**src/rtl/world_clock_pkg.sv**
```systemverilog
// Shared definitions for the world clock core: mode encodings, button bit
// positions and the hour arithmetic helpers used by the core.
package world_clock_pkg;

  typedef enum logic [1:0] {
    MODE_RUN       = 2'b00,
    MODE_SET_TIME  = 2'b01,
    MODE_SET_ZONE  = 2'b10,
    MODE_SET_ALARM = 2'b11
  } mode_e;

  localparam int BTN_W      = 8;
  localparam int BTN_ALM_EN = 0;
  localparam int BTN_FMT    = 1;
  localparam int BTN_S_INC  = 2;
  localparam int BTN_S_DEC  = 3;
  localparam int BTN_M_INC  = 4;
  localparam int BTN_M_DEC  = 5;
  localparam int BTN_H_INC  = 6;
  localparam int BTN_H_DEC  = 7;

  typedef struct packed {
    logic [4:0] hour;
    logic       pm;
  } hour12_t;

  // Local hour plus a signed zone offset, folded back into 0..23.
  // The raw sum spans -23..46, so a single +/-24 correction is enough.
  function automatic logic [4:0] zone_wrap(input logic [4:0] hour,
                                           input logic signed [5:0] offset);
    logic signed [6:0] sum;
    sum = $signed({2'b00, hour}) + $signed({offset[5], offset});
    if (sum < 7'sd0) begin
      sum = sum + 7'sd24;
    end else if (sum >= 7'sd24) begin
      sum = sum - 7'sd24;
    end
    return sum[4:0];
  endfunction

  // 24h hour to 12h display hour; pm is valid regardless of format.
  function automatic hour12_t to_12h(input logic [4:0] hour);
    hour12_t r;
    r.pm = (hour >= 5'd12);
    if (hour == 5'd0) begin
      r.hour = 5'd12;
    end else if (hour > 5'd12) begin
      r.hour = hour - 5'd12;
    end else begin
      r.hour = hour;
    end
    return r;
  endfunction

  // Single-field increment/decrement that wraps between 0 and top, no carry.
  function automatic logic [5:0] wrap_step(input logic [5:0] val,
                                           input logic [5:0] top,
                                           input logic       up);
    if (up) begin
      return (val == top) ? 6'd0 : val + 6'd1;
    end
    return (val == 6'd0) ? top : val - 6'd1;
  endfunction

endpackage

```
**src/rtl/world_clock_core_btn_edge_detect.sv**
```systemverilog
// Registered rising-edge detector for the debounced panel buttons.
// A held button produces exactly one pulse, one cycle after it is sampled high.
module btn_edge_detect #(
  parameter int WIDTH = 8
) (
  input  logic             clock,
  input  logic             reset,
  input  logic [WIDTH-1:0] level,
  output logic [WIDTH-1:0] rise
);

  logic [WIDTH-1:0] level_q;

  // Remember last level and emit a one-cycle pulse on each 0->1 transition
  always_ff @(posedge clock) begin
    if (!reset) begin
      level_q <= '0;
      rise    <= '0;
    end else begin
      level_q <= level;
      rise    <= level & ~level_q;
    end
  end

endmodule

```
**src/rtl/world_clock_core.sv**
```systemverilog
// World clock timekeeping core: local time, selectable zone time, 12/24h
// formatting, a daily alarm and a change strobe for the LCD formatter.
module world_clock_core
  import world_clock_pkg::*;
#(
  parameter int                      TICKS_PER_SEC = 1000,
  parameter int                      NUM_ZONES     = 4,
  parameter logic [6*NUM_ZONES-1:0]  ZONE_OFFSETS  = 24'b000000_111111_110010_000000,
  parameter int                      DEFAULT_ZONE  = 0,
  parameter int                      ALARM_SECS    = 30
) (
  input  logic                                          clock,
  input  logic                                          reset,
  input  logic [1:0]                                    mode,
  input  logic [7:0]                                    button,
  output logic [4:0]                                    hour,
  output logic [5:0]                                    minute,
  output logic [5:0]                                    second,
  output logic [$clog2((NUM_ZONES > 1) ? NUM_ZONES : 2)-1:0] zone_sel,
  output logic [4:0]                                    zone_hour,
  output logic [4:0]                                    disp_hour,
  output logic [4:0]                                    zone_disp_hour,
  output logic                                          pm,
  output logic                                          zone_pm,
  output logic                                          fmt_12h,
  output logic [4:0]                                    alarm_hour,
  output logic [5:0]                                    alarm_minute,
  output logic                                          alarm_en,
  output logic                                          alarm_ring,
  output logic                                          sec_pulse,
  output logic                                          changed
);

  localparam int ZW = $clog2((NUM_ZONES > 1) ? NUM_ZONES : 2);
  localparam int PW = (TICKS_PER_SEC > 1) ? $clog2(TICKS_PER_SEC) : 1;
  localparam int AW = $clog2(ALARM_SECS + 1);
  localparam int TW = 18 + ZW;

  mode_e            md;
  logic [BTN_W-1:0] edges;
  logic             any_edge;
  logic             one_edge;
  logic             act;
  logic             alm_toggle;
  logic [PW-1:0]    presc;
  logic             tick;
  logic [4:0]       nxt_hour;
  logic [5:0]       nxt_min;
  logic [5:0]       nxt_sec;
  logic             ring_hit;
  logic [AW-1:0]    ring_cnt;
  logic [TW-1:0]    track_cur;
  logic [TW-1:0]    track_q;
  logic [5:0]       zone_offs [2**ZW];
  hour12_t          loc12;
  hour12_t          zon12;

  assign md = mode_e'(mode);

  btn_edge_detect #(.WIDTH(BTN_W)) u_edges (
    .clock (clock),
    .reset (reset),
    .level (button),
    .rise  (edges)
  );

  // Only a lone edge is acted on; while ringing, edges just silence the alarm
  assign any_edge   = |edges;
  assign one_edge   = $onehot(edges);
  assign act        = one_edge && !alarm_ring;
  assign alm_toggle = one_edge && edges[BTN_ALM_EN];

  assign tick = (md == MODE_RUN) && (presc == PW'(TICKS_PER_SEC - 1));

  // Next time-of-day for a RUN second rollover, carrying through min and hour
  always_comb begin
    nxt_hour = hour;
    nxt_min  = minute;
    nxt_sec  = second + 6'd1;
    if (second == 6'd59) begin
      nxt_sec = 6'd0;
      nxt_min = minute + 6'd1;
      if (minute == 6'd59) begin
        nxt_min  = 6'd0;
        nxt_hour = (hour == 5'd23) ? 5'd0 : hour + 5'd1;
      end
    end
  end

  assign ring_hit = tick && alarm_en && (nxt_hour == alarm_hour) &&
                    (nxt_min == alarm_minute) && (nxt_sec == 6'd0);

  // Prescaler runs only in RUN, so returning to RUN always starts a full second
  always_ff @(posedge clock) begin
    if (!reset) begin
      presc     <= '0;
      sec_pulse <= 1'b0;
    end else begin
      sec_pulse <= tick;
      if (md != MODE_RUN || tick) begin
        presc <= '0;
      end else begin
        presc <= presc + 1'b1;
      end
    end
  end

  // Time of day: carry chain in RUN, independent field wrap in SET_TIME
  always_ff @(posedge clock) begin
    if (!reset) begin
      hour   <= 5'd0;
      minute <= 6'd0;
      second <= 6'd0;
    end else if (tick) begin
      hour   <= nxt_hour;
      minute <= nxt_min;
      second <= nxt_sec;
    end else if (md == MODE_SET_TIME && act) begin
      if (edges[BTN_H_INC] || edges[BTN_H_DEC]) begin
        hour <= 5'(wrap_step({1'b0, hour}, 6'd23, edges[BTN_H_INC]));
      end
      if (edges[BTN_M_INC] || edges[BTN_M_DEC]) begin
        minute <= wrap_step(minute, 6'd59, edges[BTN_M_INC]);
      end
      if (edges[BTN_S_INC] || edges[BTN_S_DEC]) begin
        second <= wrap_step(second, 6'd59, edges[BTN_S_INC]);
      end
    end
  end

  // Zone selection steps through 0..NUM_ZONES-1 with wrap
  always_ff @(posedge clock) begin
    if (!reset) begin
      zone_sel <= ZW'(DEFAULT_ZONE);
    end else if (md == MODE_SET_ZONE && act) begin
      if (edges[BTN_H_INC]) begin
        zone_sel <= (zone_sel == ZW'(NUM_ZONES - 1)) ? '0 : zone_sel + 1'b1;
      end else if (edges[BTN_H_DEC]) begin
        zone_sel <= (zone_sel == '0) ? ZW'(NUM_ZONES - 1) : zone_sel - 1'b1;
      end
    end
  end

  // Display format, alarm enable and alarm time settings
  always_ff @(posedge clock) begin
    if (!reset) begin
      fmt_12h      <= 1'b0;
      alarm_en     <= 1'b0;
      alarm_hour   <= 5'd0;
      alarm_minute <= 6'd0;
    end else begin
      if (act && edges[BTN_FMT]) begin
        fmt_12h <= ~fmt_12h;
      end
      if (alm_toggle) begin
        alarm_en <= ~alarm_en;
      end
      if (md == MODE_SET_ALARM && act) begin
        if (edges[BTN_H_INC] || edges[BTN_H_DEC]) begin
          alarm_hour <= 5'(wrap_step({1'b0, alarm_hour}, 6'd23, edges[BTN_H_INC]));
        end
        if (edges[BTN_M_INC] || edges[BTN_M_DEC]) begin
          alarm_minute <= wrap_step(alarm_minute, 6'd59, edges[BTN_M_INC]);
        end
      end
    end
  end

  // Alarm ring: starts on the rollover into HH:MM:00, times out after ALARM_SECS seconds
  always_ff @(posedge clock) begin
    if (!reset) begin
      alarm_ring <= 1'b0;
      ring_cnt   <= '0;
    end else if (any_edge || md != MODE_RUN || !alarm_en) begin
      alarm_ring <= 1'b0;
    end else if (ring_hit) begin
      alarm_ring <= 1'b1;
      ring_cnt   <= '0;
    end else if (alarm_ring && tick) begin
      ring_cnt <= ring_cnt + 1'b1;
      if (ring_cnt == AW'(ALARM_SECS - 1)) begin
        alarm_ring <= 1'b0;
      end
    end
  end

  assign track_cur = {hour, minute, second, zone_sel, fmt_12h};

  // Change strobe: any tracked field differing from last cycle's copy
  always_ff @(posedge clock) begin
    if (!reset) begin
      track_q <= {5'd0, 6'd0, 6'd0, ZW'(DEFAULT_ZONE), 1'b0};
      changed <= 1'b0;
    end else begin
      track_q <= track_cur;
      changed <= (track_cur != track_q);
    end
  end

  for (genvar g = 0; g < 2**ZW; g++) begin : g_offs
    if (g < NUM_ZONES) begin : g_used
      assign zone_offs[g] = ZONE_OFFSETS[6*g +: 6];
    end else begin : g_pad
      assign zone_offs[g] = 6'd0;
    end
  end

  assign zone_hour      = zone_wrap(hour, zone_offs[zone_sel]);
  assign loc12          = to_12h(hour);
  assign zon12          = to_12h(zone_hour);
  assign disp_hour      = fmt_12h ? loc12.hour : hour;
  assign zone_disp_hour = fmt_12h ? zon12.hour : zone_hour;
  assign pm             = loc12.pm;
  assign zone_pm        = zon12.pm;

endmodule

```
**config.mk**
```make
export PLATFORM = sky130hd
export DESIGN_NAME = world_clock_core
export DESIGN_NICKNAME = d
export VERILOG_FILES = /design/src/rtl/world_clock_pkg.sv /design/src/rtl/world_clock_core_btn_edge_detect.sv /design/src/rtl/world_clock_core.sv
export SDC_FILE = /design/constraint.sdc
export NUM_CORES = 1
export LEC_CHECK = 0
export BUFFER_PORTS_ARGS = -buffer_cell sky130_fd_sc_hd__buf_2
export CAP_MARGIN = 0
export CORE_MARGIN = 1.5
export CORE_UTILIZATION = 40
export CTS_BUF_LIST = sky130_fd_sc_hd__clkbuf_4
export CTS_CLUSTER_SIZE = 30
export DETAILED_ROUTE_END_ITERATION = 8
export SLEW_MARGIN = 0
export SYNTH_ARGS = -nofsm -noshare
export SYNTH_HDL_FRONTEND = slang
export SYNTH_SLANG_ARGS = --single-unit
```
**constraint.sdc**
```tcl
create_clock -name clock -period 6.21 [get_ports clock]
set_input_delay 0.3105 -clock clock [delete_from_list [all_inputs] [get_ports clock]]
set_output_delay 0.3105 -clock clock [all_outputs]
set_load 0.01 [all_outputs]
```
==> flow_summary.json, run 1 <==
{
  "antenna_found_initial": 1,
  "gp_congestion": 0.865,
  "path_cells": "inv_1 -> ha_1 -> fa_1 -> and4bb_1 -> or4_4 -> xnor2_2 -> ha_1 -> a21oi_1 -> mux2i_1 -> ha_1 -> nand2_1 -> and4_1 -> o31ai_1 -> a21o_1 -> buf_2",
  "outcome": "finished, violations left",
  "grt_pass1_wl_um": 26500,
  "fillers": 1499,
  "first_pass_iters": 9,
  "finalMaxSlewViolations": 0,
  "rsz0062_at_grt": "false",
  "track_usage_pct": 20.5,
  "synthCells": 776,
  "first_iter_violations": 602,
  "finalWorstSetupSlack_ns": 0.922,
  "min_delay_path_depth": 2,
  "clock.fmax_mhz": 189,
  "fin_cells": 995,
  "setup_viol": 0,
  "multi_input_area_um2": 3980,
  "htree_levels": 3,
  "worst_slew_pin_slew_ns": 0.962,
  "p_leak_nw": 2.71,
  "utilization_pct": 44.8,
  "cts.sinks": 86,
  "r2r-start": "u_edges.rise[6]",
  "crit_slowest_cell": "or4_4",
  "rr_endpoint": "second[0]",
  "finalClockSkew_ns": 0.0246,
  "r2r_cells": 14,
  "design_area_um2": 6560,
  "crit_start": "zone_sel[0]",
  "r2r_slack_ns": 1.25,
  "numCtsBuffers": 9,
  "max_stage_delay_ns": 0.56,
  "synth_seq_cells": 86,
  "crit_path_start_kind": "flop",
  "synth_ff_type": "dfxtp_1",
  "holdBufCountCts": 0,
  "ys_types": 77,
  "relSlewSlack_pct": 35.8,
  "crit_required_ns": 5.90,
  "root_buffer": "clkbuf_4",
  "cts_tree": "yes",
  "powerDensity_nw_per_um2": 204,
  "vias": 5763,
  "yosys_warnings": 0,
  "clk_pin_slew_ns": 0.13,
  "hp-start": "button[2]",
  "synth_edf_count": 0,
  "ir_worst_vdd_mv": 0.162,
  "hold_violations": 0,
  "syn_avg_cell_area_um2": 7.81,
  "failed_checks": "design-rule violations",
  "tns_ns": 0,
  "grt_pass1_vias": 5406,
  "async_flop_share_pct": 0,
  "die-height_um": 126,
  "hold_end": "u_edges.level_q[2]",
  "dp_cells": 979,
  "timing.final.crit_share_pct": 85.2,
  "cp_top_family": "adder cells",
  "syn_to_final_growth_pct": 8.15,
  "clk_latency_ns": 0.46,
  "grt.overflow.total": 0,
  "crit_type": "flop to primary output",
  "ant_nets": 0,
  "ios": 64,
  "ys_seq_area_share_pct": 28.4,
  "cts_resized": 0,
  "die_w_um": 126,
  "coreArea_um2": 14600,
  "initial_utilization_pct": 41.4,
  "std_cell_rows": 44,
  "die_area_um2": 15900,
  "period_minus_slack_ns": 5.29,
  "drcViolationCount": 3,
  "drv_cap": 0,
  "final_cell_mix": "dfxtp_1, nor2_1, nand2_1, buf_2, a21oi_1",
  "dp_hpwl_um": 11700,
  "syn-num-nets": 826,
  "crit_fanout": 7,
  "final_common_cell": "dfxtp_1",
  "pre_cts_ws_ns": 1.25,
  "cp.arrival_ns": 4.98,
  "drive_gt1_share_pct": 13.1,
  "wl_per_cell_um": 16.1,
  "min_path_type": "input pin to flop",
  "critPathCaptureType": "primary output",
  "cp_num_buf_inv": 2,
  "totalWireLength_um": 16100,
  "port_buffers": 63,
  "fin_nets": 856,
  "worst_path_most_repeated_cell": "ha_1",
  "avgViaCountPerCell": 5.79,
  "placed_area_um2": 6420,
  "regArea_um2": 1720,
  "syn_area_um2": 6060,
  "grt_max_degree": 41,
  "post_cts_buffers": 0,
  "clockBufferDepth": 2
}
==> worst max path at each step <==
stage | slack, ns | depth (start not counted) | to
finish | 0.92 | 15 | zone_disp_hour[2]
detailed placement | 1.25 | 14 | second[0]
floorplan | 1.78 | 16 | zone_disp_hour[4]
global placement | 1.52 | 14 | second[0]
CTS | 0.94 | 15 | zone_disp_hour[2]
global route | 0.63 | 16 | zone_disp_hour[4]
==> power breakdown <==
| part | switching, mW | internal (mW) | total [mW] | leakage, nW |
|---|---|---|---|---|
| Clock | 0.197 | 0.120 | 0.317 | 0.0694 |
| Sequential | 0.0537 | 0.577 | 0.631 | 0.698 |
| Combinational | 0.229 | 0.158 | 0.387 | 1.94 |
| Total | 0.479 | 0.855 | 1.33 | 2.71 |
==> cells in the mapped netlist, drive strengths merged (22+ instances only) <==
library cell / number / area, µm²
o21ai: 46 / 230
clkbuf: 34 / 128
nand3: 30 / 155
and2: 22 / 138
ha: 33 / 413
nor3: 22 / 115
a21oi: 54 / 274
nor2: 73 / 274
xnor2: 33 / 297
dfxtp: 86 / 1720
nand2: 64 / 243
inv: 44 / 165
==> cell families after synthesis <==
logic type      synth area share, %
simple gates                   28.1
flops                          28.4
compound gates                 20.5
buf+inv                        5.90
mux                           0.991
fa+ha+maj                      8.46
xor+xnor                       7.64
==> through the flow <==
| step | power, mW | hold slack [ns] |
|---|---|---|
| after floorplan | 0.913 | 0.367 |
| after global placement | 1.02 | 0.371 |
| after detailed placement | 1.03 | 0.372 |
| after CTS | 1.35 | 0.0328 |
| after global routing | 1.43 | 0.0506 |
| final | 1.33 | 0.0723 |
==> sequential cells by signal (all words and copies together), names as in the netlist <==
| name | count |
|---|---|
| alarm_en | 1 |
| alarm_hour | 5 |
| alarm_minute | 6 |
| alarm_ring | 1 |
| changed | 1 |
| fmt_12h | 1 |
| hour | 5 |
| minute | 6 |
| presc | 10 |
| ring_cnt | 5 |
| sec_pulse | 1 |
| second | 6 |
| track_q | 20 |
| u_edges.level_q | 8 |
| u_edges.rise | 8 |
| zone_sel | 2 |
==> worst reg2reg max path, cell delays in order (launching register included) <==
cell and delay [ns]:
dfxtp_1 0.87, inv_1 0.20, fa_1 0.56, fa_1 0.41, inv_1 0.06, ha_1 0.16
inv_1 0.06, fa_1 0.37, nor2_1 0.10, a31oi_1 0.11, nor3_1 0.60, o211ai_1 0.20
a21oi_1 0.71, o21ai_0 0.19, a221oi_1 0.30
==> final cells by class <==
type,instances,share of cell area [%]
clock buffer,9,1.03
antenna,1,0.0382
tap,184,3.51
sequential,86,26.3
timing repair buffer,64,4.92
clock inverter,6,0.973
inverter,44,2.52
multi-input combinational,601,60.7
==> layer usage <==
metal	track usage [%]	up-vias	share of wire, %
met5	0	-	0
met4	8.52	0	2.4
met3	3.40	25	5.1
met2	34.4	189	48
met1	26.2	2723	45
li1	-	2826	-
Power figures use the tool's default switching activity.
==> inputs of run 2 (changes only) <==
--- a/config.mk
+++ b/config.mk
@@ -9,7 +9,6 @@
 export CAP_MARGIN = 0
 export CORE_MARGIN = 1.5
 export CORE_UTILIZATION = 40
-export CTS_BUF_LIST = sky130_fd_sc_hd__clkbuf_4
 export CTS_CLUSTER_SIZE = 30
 export DETAILED_ROUTE_END_ITERATION = 8
 export SLEW_MARGIN = 0
==> run 2 against run 1 <==
Effect of this change:
- worst hold slack gained 0.11 ns
- sequential share of layout area is 0.65 points lower
- largest power group unchanged
- critical path type unchanged
- sequential power hardly changed
- via count is 0.12% lower
- the run still ends with design-rule violations left
- clock skew down 0.016 ns
- clock power is 74% higher
- critical endpoint unchanged
==> flow_summary.json, run 2 (synthesis results as in run 1) <==
{
  "timing.final.crit_share_pct": 82.5,
  "grt_max_degree": 41,
  "grt.overflow.total": 0,
  "vias": 5756,
  "cts.sinks": 86,
  "r2r_slack_ns": 1.21,
  "clk_latency_ns": 0.35,
  "crit_path_start_kind": "flop",
  "final_cell_mix": "dfxtp_1, nor2_1, nand2_1, buf_2, a21oi_1",
  "r2r_cells": 15,
  "finalMaxSlewViolations": 0,
  "clockBufferDepth": 2,
  "die_w_um": 126,
  "dp_hpwl_um": 11700,
  "clock.fmax_mhz": 195,
  "antenna_found_initial": 0,
  "port_buffers": 63,
  "cts_tree": "yes",
  "drive_gt1_share_pct": 13.2,
  "finalClockSkew_ns": 0.00878,
  "period_minus_slack_ns": 5.12,
  "powerDensity_nw_per_um2": 233,
  "critPathCaptureType": "primary output",
  "grt_pass1_vias": 5446,
  "ios": 64,
  "hold_end": "u_edges.level_q[2]",
  "avgViaCountPerCell": 5.79,
  "hold_violations": 0,
  "relSlewSlack_pct": 34.0,
  "final_common_cell": "dfxtp_1",
  "crit_start": "zone_sel[0]",
  "rsz0062_at_grt": "false",
  "wl_per_cell_um": 16.3,
  "clk_pin_slew_ns": 0.06,
  "crit_fanout": 7,
  "grt_pass1_wl_um": 26600,
  "min_path_type": "input pin to flop",
  "syn_to_final_growth_pct": 10.9,
  "htree_levels": 3,
  "initial_utilization_pct": 41.4,
  "path_cells": "inv_1 -> ha_1 -> fa_1 -> and4bb_1 -> or4_4 -> xnor2_2 -> ha_1 -> a21oi_1 -> mux2i_1 -> ha_1 -> nand2_1 -> and4_1 -> o31ai_1 -> a21o_1 -> buf_2",
  "die-height_um": 126,
  "post_cts_buffers": 0,
  "crit_required_ns": 5.90,
  "ir_worst_vdd_mv": 0.166,
  "coreArea_um2": 14600,
  "fin_nets": 856,
  "ant_nets": 0,
  "numCtsBuffers": 9,
  "drv_cap": 0,
  "totalWireLength_um": 16200,
  "gp_congestion": 0.865,
  "first_iter_violations": 599,
  "cts_resized": 0,
  "failed_checks": "design-rule violations",
  "crit_type": "flop to primary output",
  "crit_slowest_cell": "or4_4",
  "antenna-diode-count": 0,
  "first_pass_iters": 8,
  "worst_slew_pin_slew_ns": 0.989,
  "die_area_um2": 15900,
  "rr_endpoint": "second[2]",
  "r2r-start": "u_edges.rise[6]",
  "cp.arrival_ns": 4.81,
  "std_cell_rows": 44,
  "min_delay_path_depth": 2,
  "top_register": "track_q",
  "hp-start": "button[2]",
  "setup_viol": 0,
  "holdBufCountCts": 0,
  "drcViolationCount": 5,
  "worst_path_most_repeated_cell": "ha_1",
  "max_stage_delay_ns": 0.56,
  "largest_registers": "track_q x20, presc x10",
  "outcome": "finished, violations left",
  "largest_register_ffs": 20,
  "hold_slack_ns": 0.180,
  "tns_ns": 0,
  "p_leak_nw": 2.78,
  "utilization_pct": 45.9,
  "root_buffer": "clkbuf_16",
  "track_usage_pct": 20.6
}
[run 2: worst max-delay path by stage]
stage                   endpoint  cells after the start
2_1_floorplan  zone_disp_hour[4]                     16
3_3_place_gp           second[0]                     14
3_5_place_dp           second[0]                     14
4_1_cts        zone_disp_hour[2]                     15
5_1_grt        zone_disp_hour[4]                     16
6_report       zone_disp_hour[2]                     15
[run 2: per-layer routing]
layer,up-vias,wire length (µm),track usage [%]
met4,0,408,8.86
met5,-,0,0
li1,2821,-,-
met3,27,891,2.97
met1,2716,7200,26.4
met2,192,7710,34.7
[run 2: per-stage QoR]
stage,instance area [µm²],setup slack [ns],power (mW),std cells
final,6720,1.09,1.57,994
after global routing,6720,0.796,1.66,994
after CTS,6720,1.10,1.58,994
after detailed placement,6420,1.25,1.03,979
after global placement,6420,1.52,1.02,979
after floorplan,6060,1.78,0.913,776
[run 2: critical path: cells and delay by family, from the launching register on]
kind	cells	cell delay [ns]
AOI/OAI and AO/OA	3	0.72
adders and majority gates	4	1.33
muxes	1	0.43
DFF	1	0.42
buffers and inverters	2	0.23
and+or+nand+nor	4	1.13
xor gates and xnor gates	1	0.20
[run 2: area by class of cell]
class | instances | area (µm²)
clock buffer | 10 | 239
clock inverter | 5 | 60.1
fill | 1470 | 7920
inverter | 44 | 165
multi-input combinational | 601 | 3980
sequential | 86 | 1720
tap | 184 | 230
timing repair buffer | 64 | 323
[run 2: power by group]
part           switching (mW)  internal [mW]
sequential             0.0538          0.577
combinational           0.229          0.158
clock                   0.230          0.321
